`src/rtl/addr_decoder_if.sv`:
```
// Request/result bundle for the frame-buffer address decoder.
interface addr_decoder_if #(
  parameter int PIXELBITS = 6
);
  logic                 start;
  logic [31:0]          address;
  logic [31:0]          offset;
  logic [PIXELBITS-1:0] pixel_size;
  logic                 busy;
  logic                 done;
  logic                 err;
  logic [9:0]           x;
  logic [9:0]           y;

  modport master (
    output start, address, offset, pixel_size,
    input  busy, done, err, x, y
  );

  modport slave (
    input  start, address, offset, pixel_size,
    output busy, done, err, x, y
  );
endinterface

```
`src/rtl/addr_decoder.sv`:
```
// Inverts address = offset + (y*WIDTH + x) * (pixel_size/8) into (x, y).
// Flow: IDLE -> CHECK -> DIVIDE (32 cycles) -> DONE -> IDLE, or CHECK -> DONE on error.
module addr_decoder #(
  parameter int PIXELBITS = 6,
  parameter int WIDTH     = 640,
  parameter int HEIGHT    = 480
) (
  input logic          clk,
  input logic          rst,
  addr_decoder_if.slave bus
);

  typedef enum logic [1:0] {IDLE, CHECK, DIVIDE, DONE} state_t;

  state_t               state_q, state_d;
  logic [31:0]          addr_q, addr_d;
  logic [31:0]          off_q, off_d;
  logic [PIXELBITS-1:0] psize_q, psize_d;
  logic                 chk_err_q, chk_err_d;
  logic [31:0]          quo_q, quo_d;
  logic [31:0]          rem_q, rem_d;
  logic [4:0]           cnt_q, cnt_d;
  logic                 done_q, done_d;
  logic                 err_q, err_d;
  logic [9:0]           x_q, x_d;
  logic [9:0]           y_q, y_d;

  logic [31:0] byte_off;
  logic [1:0]  shamt;
  logic        bad_psize;
  logic        misaligned;
  logic [32:0] trial;
  logic        trial_ge;
  logic        fin_err;

  // State, latched request, divider and result registers.
  always_ff @(posedge clk or posedge rst) begin
    if (rst) begin
      state_q   <= IDLE;
      addr_q    <= '0;
      off_q     <= '0;
      psize_q   <= '0;
      chk_err_q <= 1'b0;
      quo_q     <= '0;
      rem_q     <= '0;
      cnt_q     <= '0;
      done_q    <= 1'b0;
      err_q     <= 1'b0;
      x_q       <= '0;
      y_q       <= '0;
    end else begin
      state_q   <= state_d;
      addr_q    <= addr_d;
      off_q     <= off_d;
      psize_q   <= psize_d;
      chk_err_q <= chk_err_d;
      quo_q     <= quo_d;
      rem_q     <= rem_d;
      cnt_q     <= cnt_d;
      done_q    <= done_d;
      err_q     <= err_d;
      x_q       <= x_d;
      y_q       <= y_d;
    end
  end

  // Next-state, validity check, one restoring-division step per cycle, result update.
  always_comb begin
    state_d    = state_q;
    addr_d     = addr_q;
    off_d      = off_q;
    psize_d    = psize_q;
    chk_err_d  = chk_err_q;
    quo_d      = quo_q;
    rem_d      = rem_q;
    cnt_d      = cnt_q;
    done_d     = 1'b0;
    err_d      = err_q;
    x_d        = x_q;
    y_d        = y_q;
    byte_off   = addr_q - off_q;
    shamt      = 2'd0;
    bad_psize  = 1'b0;
    misaligned = 1'b0;
    trial      = {rem_q, quo_q[31]};
    trial_ge   = (trial >= 33'(WIDTH));
    fin_err    = 1'b0;

    case (state_q)
      IDLE: begin
        if (bus.start) begin
          addr_d  = bus.address;
          off_d   = bus.offset;
          psize_d = bus.pixel_size;
          state_d = CHECK;
        end
      end
      CHECK: begin
        if (psize_q == PIXELBITS'(8)) begin
          shamt = 2'd0;
        end else if (psize_q == PIXELBITS'(16)) begin
          shamt      = 2'd1;
          misaligned = byte_off[0];
        end else if (psize_q == PIXELBITS'(32)) begin
          shamt      = 2'd2;
          misaligned = |byte_off[1:0];
        end else begin
          bad_psize = 1'b1;
        end
        chk_err_d = (addr_q < off_q) | bad_psize | misaligned;
        // Dividend shifts out of quo_q MSB-first while quotient bits shift in at the LSB.
        quo_d   = byte_off >> shamt;
        rem_d   = '0;
        cnt_d   = '0;
        state_d = chk_err_d ? DONE : DIVIDE;
      end
      DIVIDE: begin
        rem_d = trial_ge ? (trial[31:0] - 32'(WIDTH)) : trial[31:0];
        quo_d = {quo_q[30:0], trial_ge};
        cnt_d = cnt_q + 5'd1;
        if (cnt_q == 5'd31) begin
          state_d = DONE;
        end
      end
      DONE: begin
        fin_err = chk_err_q | (quo_q >= 32'(HEIGHT));
        done_d  = 1'b1;
        err_d   = fin_err;
        x_d     = fin_err ? '0 : rem_q[9:0];
        y_d     = fin_err ? '0 : quo_q[9:0];
        state_d = IDLE;
      end
      default: state_d = IDLE;
    endcase
  end

  assign bus.busy = (state_q != IDLE);
  assign bus.done = done_q;
  assign bus.err  = err_q;
  assign bus.x    = x_q;
  assign bus.y    = y_q;

endmodule

```
`src/flat_wrapper.sv`:
```
// flat-port wrapper written by rule: the top's interface ports become plain ports
module addr_decoder_flat 
#(
  parameter int PIXELBITS = 6,
  parameter int WIDTH     = 640,
  parameter int HEIGHT    = 480
)
  (clk, rst, bus_start, bus_address, bus_offset, bus_pixel_size, bus_busy, bus_done, bus_err, bus_x, bus_y);
  addr_decoder_if #(.PIXELBITS(PIXELBITS)) bus_i ();
  input logic clk;
  input logic rst;
  input wire logic [$bits(bus_i.start)-1:0] bus_start;
  input wire logic [$bits(bus_i.address)-1:0] bus_address;
  input wire logic [$bits(bus_i.offset)-1:0] bus_offset;
  input wire logic [$bits(bus_i.pixel_size)-1:0] bus_pixel_size;
  output wire logic [$bits(bus_i.busy)-1:0] bus_busy;
  output wire logic [$bits(bus_i.done)-1:0] bus_done;
  output wire logic [$bits(bus_i.err)-1:0] bus_err;
  output wire logic [$bits(bus_i.x)-1:0] bus_x;
  output wire logic [$bits(bus_i.y)-1:0] bus_y;
  assign bus_i.start = bus_start;
  assign bus_i.address = bus_address;
  assign bus_i.offset = bus_offset;
  assign bus_i.pixel_size = bus_pixel_size;
  assign bus_busy = bus_i.busy;
  assign bus_done = bus_i.done;
  assign bus_err = bus_i.err;
  assign bus_x = bus_i.x;
  assign bus_y = bus_i.y;
  addr_decoder #(.PIXELBITS(PIXELBITS), .WIDTH(WIDTH), .HEIGHT(HEIGHT)) u_core (.clk(clk), .rst(rst), .bus(bus_i));
endmodule
```
`config.mk`:
```
export PLATFORM = sky130hd
export DESIGN_NAME = addr_decoder_flat
export DESIGN_NICKNAME = d
export VERILOG_FILES = /design/src/rtl/addr_decoder_if.sv /design/src/rtl/addr_decoder.sv /design/src/flat_wrapper.sv
export SDC_FILE = /design/constraint.sdc
export NUM_CORES = 1
export LEC_CHECK = 0
export CAP_MARGIN = 25
export CORE_MARGIN = 5
export CORE_UTILIZATION = 26
export DETAILED_ROUTE_END_ITERATION = 8
export GPL_TIMING_DRIVEN = 0
export HOLD_SLACK_MARGIN = 0.1
export SLEW_MARGIN = 20
export SYNTH_ARGS = -nofsm -noshare
export SYNTH_HDL_FRONTEND = slang
export SYNTH_SLANG_ARGS = --single-unit
```
`constraint.sdc`:
```
create_clock -name clk -period 7.6 [get_ports clk]
set_input_delay 0.76 -clock clk [delete_from_list [all_inputs] [get_ports clk]]
set_output_delay 0.76 -clock clk [all_outputs]
set_load 0.02 [all_outputs]
```
Yosys cells after proc, flatten, opt, wreduce, memory -nomap -nowiden --
Index checks and enable logic that the tools add are counted.
Operators by class: add/subtract/negate cells 3, magnitude comparators 3, equality and inequality tests 9, shift-type cells 1, mux-type cells 23, bitwise operators 3, reductions and logical operators 6
Operators by type and width (number):
- one-hot mux 32 bit (2 select lines) | 2
- greater-or-equal comparator 33 x 10 -> 1 bit, second input constant | 1
- greater-or-equal comparator 32 x 9 -> 1 bit, second input constant | 1
- less-than comparator 32 bit | 1
- two-way mux 32 bit | 1
- right shift 32 x 2 -> 32 bit | 1
- subtractor 32 x 10 -> 32 bit, second input constant | 1
- subtractor 32 bit | 1
- two-way mux 10 bit | 2
- two-way mux 2 bit | 6
- two-way mux 1 bit | 10
- one-hot mux 5 bit (2 select lines) | 1
- one-hot mux 2 bit (4 select lines) | 1
- == test 6 x 4 -> 1 bit, second input constant | 1
- == test 6 x 5 -> 1 bit, second input constant | 1
- == test 6 bit, second input constant | 1
- adder 5 x 1 -> 5 bit, second input constant | 1
- == test 5 bit, second input constant | 1
- == test 2 bit, second input constant | 2
- AND reduction 2 bit | 2
- nonzero test 2 bit | 2
- OR 1 bit | 3
- == test 2 x 1 -> 1 bit, second input constant | 1
- logical NOT 2 bit | 1
- other kinds (3) | 3
Storage, ports and cells: register bits 164, input bits 73, word-level logic and storage cells 60

Depth between registers and ports, before layout --
Gate-level depths: netlist of run 1.
word-level depth 9, gate-level depth with buffers 13, mapped depth without buffers 13

Worst setup path after synthesis of run 1 --
No wires, ideal clock.
kind register to register, start point reg u_core.off_q[0], end point reg u_core.chk_err_q, data arrival time 2679 ps, setup slack 4776 ps, cell stages (with the launch flop) 13, path buffers 0, cell sequence dfrtp_1 ha_1 fa_1 inv_1 a21o_1 a221o_1 a31oi_4 o21ai_2 o21ai_1 o21ai_0 a21oi_1 o41ai_1 o21ai_0
Between the ends: longest elaborated chain between the ends 7, elaborated cells on any way between the ends 9
Ends and longest elaborated chain:
- from (decl) | line addr_decoder.sv:17 | logic [31:0] off_q, off_d;
- from (signal assigned) | line addr_decoder.sv:41 | off_q <= '0;
- from (signal assigned) | line addr_decoder.sv:54 | off_q <= off_d;
- subtractor 32 bit | line addr_decoder.sv:81 | byte_off = addr_q - off_q;
- OR reduction 2 bit | line addr_decoder.sv:106 | misaligned = |byte_off[1:0];
- two-way mux 1 bit | line addr_decoder.sv:104 | end else if (psize_q == PIXELBITS'(32)) begin
- two-way mux 1 bit | line addr_decoder.sv:101 | end else if (psize_q == PIXELBITS'(16)) begin
- two-way mux 1 bit | line addr_decoder.sv:99 | if (psize_q == PIXELBITS'(8)) begin
- two-way mux 1 bit | line addr_decoder.sv:89 | case (state_q)
- OR 1 bit (*) | line addr_decoder.sv:110 | chk_err_d = (addr_q < off_q) | bad_psize | misaligned;
- to (signal assigned) | line addr_decoder.sv:56 | chk_err_q <= chk_err_d;
- to (decl) | line addr_decoder.sv:19 | logic chk_err_q, chk_err_d;
Every way passes the cells marked *; elsewhere a longest branch is shown, timed or not. The select of a mux whose other input is x is not followed. A chain may end at the register's enable or synchronous reset.

Worst setup path in the final report of run 1 --
Ends and elaborated chain as after synthesis.

==> results of run 1 <==
[area by class of cell]
type,count,area (sq um)
tap,461,577
buffer,49,186
clock inverter,11,209
timing repair buffer,96,978
multi-input combinational,698,4740
sequential,164,4100
clock buffer,19,433
fill,3670,24000
inverter,102,393
[flip-flops by register name (all words and copies together) (netlist names)]
signal and flops:
u_core.bus.y 10, u_core.off_q 32, u_core.rem_q 32, u_core.psize_q 6, u_core.quo_q 32, u_core.bus.x 10
u_core.bus.done 1, u_core.cnt_q 5, u_core.state_q 2, u_core.chk_err_q 1, u_core.bus.err 1, u_core.addr_q 32
[stage by stage]
stage	setup TNS [ps]	cell area (sq um)	hold slack [ps]	std cells
3_5_place_dp	0	11000	474	1570
5_1_grt	0	11600	516	1600
4_1_cts	0	11600	487	1600
6_report	0	11600	487	1600
2_1_floorplan	0	9410	444	1013
3_3_place_gp	-18370	10900	471	1569
[cell families after synthesis]
group                    Yosys count
buffers and inverters            151
adder cells (fa/ha/maj)           41
XOR/XNOR                          51
multiplexers                      75
flip-flops                       164
AO/OA/AOI/OAI                    267
AND/OR/NAND/NOR                  264
[layer usage]
| metal | part of all wire [%] | GRT usage [%] |
|---|---|---|
| met1 | 47 | 17.9 |
| met5 | 0 | 0 |
| met2 | 45 | 20.0 |
| met3 | 5.3 | 3.14 |
| met4 | 1.8 | 3.64 |
[layout by cell type, fill, tap and decap left out, types with 10 or more instances in the layout]
cell type,instances
dfrtp_1,164
nand2_1,102
inv_1,100
clkdlybuf4s50_1,95
a21oi_1,80
o21ai_0,76
mux2_2,74
nor2_1,60
clkbuf_1,41
ha_1,40
xnor2_1,38
nand3_1,25
o22ai_1,25
clkbuf_16,17
xor2_1,13
nor3_1,11
nand4_1,10
o21bai_1,10
[worst reg2reg max path, stage by stage, from the launching register on]
cell	delay [ps]
dfrtp_1	380
ha_1	230
fa_1	400
inv_1	70
a21o_1	120
a221o_1	250
a31oi_4	140
o21ai_2	300
o21ai_1	180
o21ai_0	360
a21oi_1	130
o41ai_1	700
o21ai_0	190
[worst paths after layout]
| kind | from | end | cells after the start |
|---|---|---|---|
| worst max register to register | u_core.off_q[0] | u_core.chk_err_q | 12 |
| worst min-delay path | u_core.cnt_q[3] | u_core.cnt_q[3] | 1 |
| worst max-delay path | u_core.off_q[0] | u_core.chk_err_q | 12 |
| worst min register to register | u_core.cnt_q[3] | u_core.cnt_q[3] | 1 |
| max in group asynchronous | rst | u_core.addr_q[20] | 3 |
| min in group asynchronous | rst | u_core.bus.y[6] | 2 |
==> out/results.ini, run 1 <==
[clocking]
path_clk_slew_ps=70
clock_path_buffers=2
cts_tree=done
hold_buffers=0
clock_sinks=164
cts_resized=0
cts_root_buf=clkbuf_16
cts_max_level=4
insertion_delay_ps=440
cts_buffers=17
post-cts-setup-buffers=0

[routing]
antenna_left=0
wl_mm=25.6
routedWlPerCell_um=16.0
dr.first_iter.drc_count=587
avgViaCountPerCell=4.83
via_count=7730
dr.pass1.iters=5
drc=0

[global_routing]
antenna_found_initial=0
track_usage_pct=12.9
first_global_vias=7871
gr-total-overflow=0
grt_pass1_wl_mm=42.3
grt_max_degree=96

[critical_path]
path_class=register to register
worst-path-buf-inv=1
cp_max_fo=4
arrival_ps=3900
rrSetupSlack_ps=3980
worst_setup_path_end_kind=register
crit_top_cell=o21ai_0
crit_path_max_incr_delay_ps=700
crit_path_top_delay_cell=o41ai_1
critPathLaunchType=register
crit_required_ps=7880
path_delay_family=compound AO/OA/AOI/OAI gates
crit_chain=ha_1 > fa_1 > inv_1 > a21o_1 > a221o_1 > a31oi_4 > o21ai_2 > o21ai_1 > o21ai_0 > a21oi_1 > o41ai_1 > o21ai_0

[synthesis]
synth_area_leaders=dfrtp_1 44%, mux2_2 8.9%, ha_1 5.3%, a21oi_1 4.3%, nand2_1 4.1%
syn_inst=1013
synth_fp_nets=1127
synth_simple_gate_area_share_pct=13.7
synth_edf_count=0
syn_area_sq_um=9410
synth_top_cell_area_share_pct=43.6
synth_flop_cell=dfrtp_1
synth_top_family_by_area=compound AO/OA/AOI/OAI gates
ys_types=63
synth-compound-area-share_pct=17.4
ys_ff_latch=164
synth-xor-area-share_pct=4.75
synthArstFlopShare_pct=100
synth_mux_area_share_pct=8.96
yosysSeqAreaShare_pct=43.6
synth_area_leader_cell=dfrtp_1
ys_warn_count=0
syn_avg_cell_area_sq_um=9.29
yosysMostFrequentCell=dfrtp_1
synthAdderAreaFrac_pct=5.53
synth_common_cells=164 x dfrtp_1, 102 x nand2_1, 101 x inv_1, 80 x a21oi_1, 76 x o21ai_0

[place]
portBuffers=95
post-dp-hpwl_mm=19.3
gp_congestion=0.858
dpl_worst_slack_ps=4020

[floorplanning]
core-area_sq_um=35700
fp.dieH_um=200
die_w_um=200
die-area_sq_um=40100
pin_count=96
rows=69
start_util_pct=26.4

[timing]
fmax_mhz=276
hold_viol=0
maxSlewHeadroom_pct=48.6
period_minus_slack_ps=3620
worst_slack_ps=3980
worstMarginPinSlew_ps=771
rsz0062_at_grt=false
finClkSkew_ps=8.70
drv_slew=0
setup_viol_count_final=0
min_period_over_period_pct=47.7

[cells_and_area]
antennaDiodeCount=0
nets=1242
final_core_util_pct=32.6
drive_gt1_share_pct=11.2
syn_to_final_growth_pct=23.4

[job]
maxCapViolCount=0

[run_status]
status=complete, no violations

[hold_path]
hold_path.class=register to register

Power of run 1 is left out: the tool's default activity adds up to more than one toggle a clock period on the data nets, which glitch-free logic cannot reach.
==> inputs of run 2 (changes only) <==
clock period = 3.4 ns   (was 7.6 ns; I/O delays follow)
==> run 2 against run 1 <==
  * Via count up 0.10%
  * Final cell count grew 0.31%
  * Utilization up 0.20 points
  * Clock skew is 4.8 ps higher
  * Hold slack worse by 160 ps
  * Routed wire length fell by 0.80%
  * Clock-buffer cell count up 3
  * Global-route usage shrank 0.20 points
==> out/results.ini, run 2 (same netlist as run 1, synthesis figures left out) <==
[clocking]
insertion_delay_ps=440
clock_path_buffers=2
cts_max_level=4
cts_root_buf=clkbuf_16
path_clk_slew_ps=70
clock_sinks=164
hold_buffers=0
cts_buffers=17
cts_tree=done

[job]
maxCapViolCount=0

[global_routing]
gr-usage-met2_pct=20.4
grt_pass1_wl_mm=41.8
track_usage_pct=12.7
top_usage_layer=met2
grt_use_met1_pct=17.3
grt_max_degree=33
use_met3_pct=2.44
gr-total-overflow=0
antenna_found_initial=0
first_global_vias=7771

[cells_and_area]
final_area_sq_um=11700
antennaDiodeCount=0
syn_to_final_growth_pct=24.2
nets=1247
drive_gt1_share_pct=12.2
final_common_cell=dfrtp_1
final_core_util_pct=32.8
mostFrequentLayoutCells=164 x dfrtp_1, 102 x nand2_1, 100 x inv_1, 95 x clkdlybuf4s50_1, 80 x a21oi_1

[floorplanning]
fp.dieH_um=200
rows=69
die_w_um=200
core-area_sq_um=35700
start_util_pct=26.4
die-area_sq_um=40100
pin_count=96

[timing]
rsz0062_at_grt=true
whs_ps=331
maxSlewHeadroom_pct=45.3
fin_tns_setup_ps=0
drv_slew=0
worstMarginPinSlew_ps=820
period_minus_slack_ps=3200
min_period_over_period_pct=94.1
setup_viol_count_final=0
finClkSkew_ps=13.5
hold_viol=0
fmax_mhz=313

[critical_path]
cp_max_fo=7
path_class=register to register
arrival_ps=3560
crit_required_ps=3760
worst_setup_path_end_kind=register
critPathLaunchType=register

[routing]
avgViaCountPerCell=4.82
dr.first_iter.drc_count=496
routedWlPerCell_um=15.8
dr.pass1.iters=5
antenna_left=0
drc=0
wl_mm=25.4
via_count=7738

[place]
dpl_cell_area_sq_um=11000
gp_congestion=0.868
post-dp-hpwl_mm=19.4
portBuffers=95

[run_status]
status=complete, no violations

[hold_path]
hold_path.class=input port to asynchronous set/reset pin

-- run 2: final cells by class --
| class | instances | area (sq um) |
|---|---|---|
| Sequential cell | 164 | 4100 |
| Tap cell | 461 | 577 |
| Clock buffer | 22 | 484 |
| Inverter | 102 | 389 |
| Fill cell | 3708 | 24000 |
| Buffer | 49 | 186 |
| Timing Repair Buffer | 101 | 1060 |
| Multi-Input combinational cell | 698 | 4770 |
| Clock inverter | 8 | 124 |
-- run 2: critical path, cell delays in order (launching register included) --
cell and delay (ps):
dfrtp_1 360, inv_1 50, ha_1 280, clkbuf_1 200
a21oi_1 250, o21ai_0 190, and3_1 210, a2111oi_0 470
o21bai_1 150, a21oi_1 180, o31ai_1 100, xor2_1 340
a21oi_1 130, a41oi_1 210
-- run 2: stage by stage --
stage	worst slack, ps	cells
2_1_floorplan	576	1013
3_3_place_gp	-529	1569
3_5_place_dp	-161	1574
4_1_cts	98.3	1604
5_1_grt	-4.45	1605
6_report	200	1605
-- run 2: repair_timing --
action	4_1_cts	5_1_grt
setup buffers	0	1
endpoints found under the setup margin	2	5
resized for setup	2	4
pin swaps	0	1
endpoints found under the hold margin	0	0
-- run 2: path summary, 6_finish.rpt --
path	from	end	slack [ps]	cells after the start
setup / recovery	u_core.off_q[22]	u_core.quo_q[29]	200	13
hold / removal	rst	u_core.bus.y[2]	330	2
setup reg to reg	u_core.off_q[22]	u_core.quo_q[29]	200	13
hold reg to reg	u_core.cnt_q[3]	u_core.cnt_q[3]	480	1
max in group asynchronous	rst	u_core.addr_q[18]	2280	4
min in group clk	u_core.cnt_q[3]	u_core.cnt_q[3]	480	1
-- run 2: routing by layer --
metal	share of wire, %	vias to the layer above
li1	-	3781
met1	47	3701
met2	47	232
met3	5.1	24
met4	1.6	0
met5	0	-
Power of run 2 is left out for the same reason.
==> inputs of run 3 (changes only) <==
CAP_MARGIN = default   (was 25)
CORE_ASPECT_RATIO = 0.8   (was default)
==> run 3 against run 2 <==
  * Global-route usage rose by 0.33 points
  * First-iteration DRC count rose by 16%
  * Critical path depth fell by 1
  * Flip-flop and latch count did not move
  * Worst setup slack improved by 0.74 ps
  * Final cell count rose by 1.3%
  * Clock-buffer cell count fell by 2
  * Clock skew fell by 1.6 ps
  * Critical path type unchanged
==> out/results.ini, run 3 (same netlist as run 1, synthesis figures left out) <==
[critical_path]
arrival_ps=3550
crit_path_top_delay_cell=o21ai_0
rrSetupSlack_ps=200
cp_max_fo=5
crit_top_cell=a21oi_1
worst-path-buf-inv=1
startpoint=u_core.off_q[4]
crit_required_ps=3750
crit_chain=inv_1 > ha_1 > a21o_1 > a31oi_1 > a21oi_2 > o21ai_0 > nand2b_1 > a21oi_1 > o31ai_1 > xor2_1 > a21oi_1 > a41oi_1
r2r_cells=12
path_delay_family=compound AO/OA/AOI/OAI gates
crit_path_max_incr_delay_ps=410
timing.rr.start=u_core.off_q[4]
path_depth=12
critPathLaunchType=register
path_class=register to register
worst_setup_path_end_kind=register

[clocking]
post-cts-setup-buffers=0
path_clk_slew_ps=70
cts_tree=done
hold_buffers=0
clock_sinks=164
cts_root_buf=clkbuf_16
clock_path_buffers=2
cts_buffers=17
insertion_delay_ps=450
cts_max_level=4

[routing]
antenna_left=0
wl_mm=25.9
dr.pass1.iters=5
avgViaCountPerCell=4.89
routedWlPerCell_um=15.9
dr.first_iter.drc_count=573
drc=0
via_count=7953

[cells_and_area]
mostFrequentLayoutCells=164 x dfrtp_1, 102 x nand2_1, 100 x inv_1, 95 x clkdlybuf4s50_1, 79 x a21oi_1
fin_cells=1626
syn_to_final_growth_pct=24.3
nets=1247
nFillCells=3703
drive_gt1_share_pct=12.0
final_common_cell=dfrtp_1
antennaDiodeCount=0

[timing]
fmax_mhz=313
min_period_over_period_pct=94.1
setup_viol_count_final=0
finClkSkew_ps=11.9
rsz0062_at_grt=true
worstMarginPinSlew_ps=918
drv_slew=0
maxSlewHeadroom_pct=38.8
hold_viol=0
worst_slack_ps=201
period_minus_slack_ps=3200

[place]
dpl_worst_slack_ps=-14.6
post-dp-hpwl_mm=19.7
dp.cells=1594
gp_congestion=0.923
portBuffers=95

[global_routing]
first_global_vias=8125
gr-usage-met2_pct=18.7
grt_pass1_wl_mm=42.6
grt_use_met1_pct=18.7
grt_max_degree=34
antenna_found_initial=0
track_usage_pct=13.0
top_usage_layer=met2
gr-total-overflow=0
use_met3_pct=4.35

[floorplanning]
pin_count=96
fp.dieH_um=180
start_util_pct=26.3
rows=62
die-area_sq_um=40100
die_w_um=223
core-area_sq_um=35800

[hold_path]
hold_path.class=input port to asynchronous set/reset pin

[run_status]
status=complete, no violations

[job]
maxCapViolCount=0

-- run 3: cell count changes in the layout (fill, tap and decap cells not counted), moves of 2 or more --
cell | previous run | this run
bufinv_16 | 3 | 1
buf_16 | 0 | 3
o21ai_1 | 2 | 4
o21ai_2 | 4 | 1
buf_12 | 5 | 3
inv_6 | 1 | 4
clkinv_4 | 0 | 2
clkbuf_8 | 4 | 1
-- run 3: worst paths after layout --
check	endpoint
setup / recovery	u_core.quo_q[29]
hold reg to reg	u_core.cnt_q[3]
max in group asynchronous	u_core.quo_q[24]
hold / removal	u_core.quo_q[0]
min in group clk	u_core.cnt_q[3]
setup reg to reg	u_core.quo_q[29]
-- run 3: final cells by class --
class	count	area, sq um	share of cell area (%)
timing repair buffer	101	1090	9.34
sequential	164	4100	35.1
tap	480	601	5.13
inverter	102	389	3.33
multi-input combinational	698	4760	40.7
clock buffer	20	447	3.82
buffer	49	186	1.59
clock inverter	12	119	1.02
-- run 3: per-layer routing --
| layer | wire length, um | share of wire (%) |
|---|---|---|
| met3 | 1870 | 7.2 |
| met2 | 10800 | 42 |
| met5 | 0 | 0 |
| met1 | 12900 | 50 |
| met4 | 350 | 1.4 |
-- run 3: metrics by stage --
| step | utilization (%) | hold WS [ps] | instance area [sq um] | setup TNS, ps |
|---|---|---|---|---|
| floorplan | - | 444 | 9420 | 0 |
| global placement | 30.6 | 466 | 11000 | -90490 |
| detailed placement | 31.0 | 466 | 11100 | -14.6 |
| CTS | 32.6 | 246 | 11700 | 0 |
| global route | 32.7 | 252 | 11700 | -13.5 |
| finish | 32.7 | 255 | 11700 | 0 |
-- run 3: timing repair --
item / in CTS / in global routing
pin swaps: 0 / 0
endpoints found under the setup margin: 2 / 8
endpoints found under the hold margin: 0 / 0
resized for setup: 1 / 4
Power of run 3 is left out for the same reason.
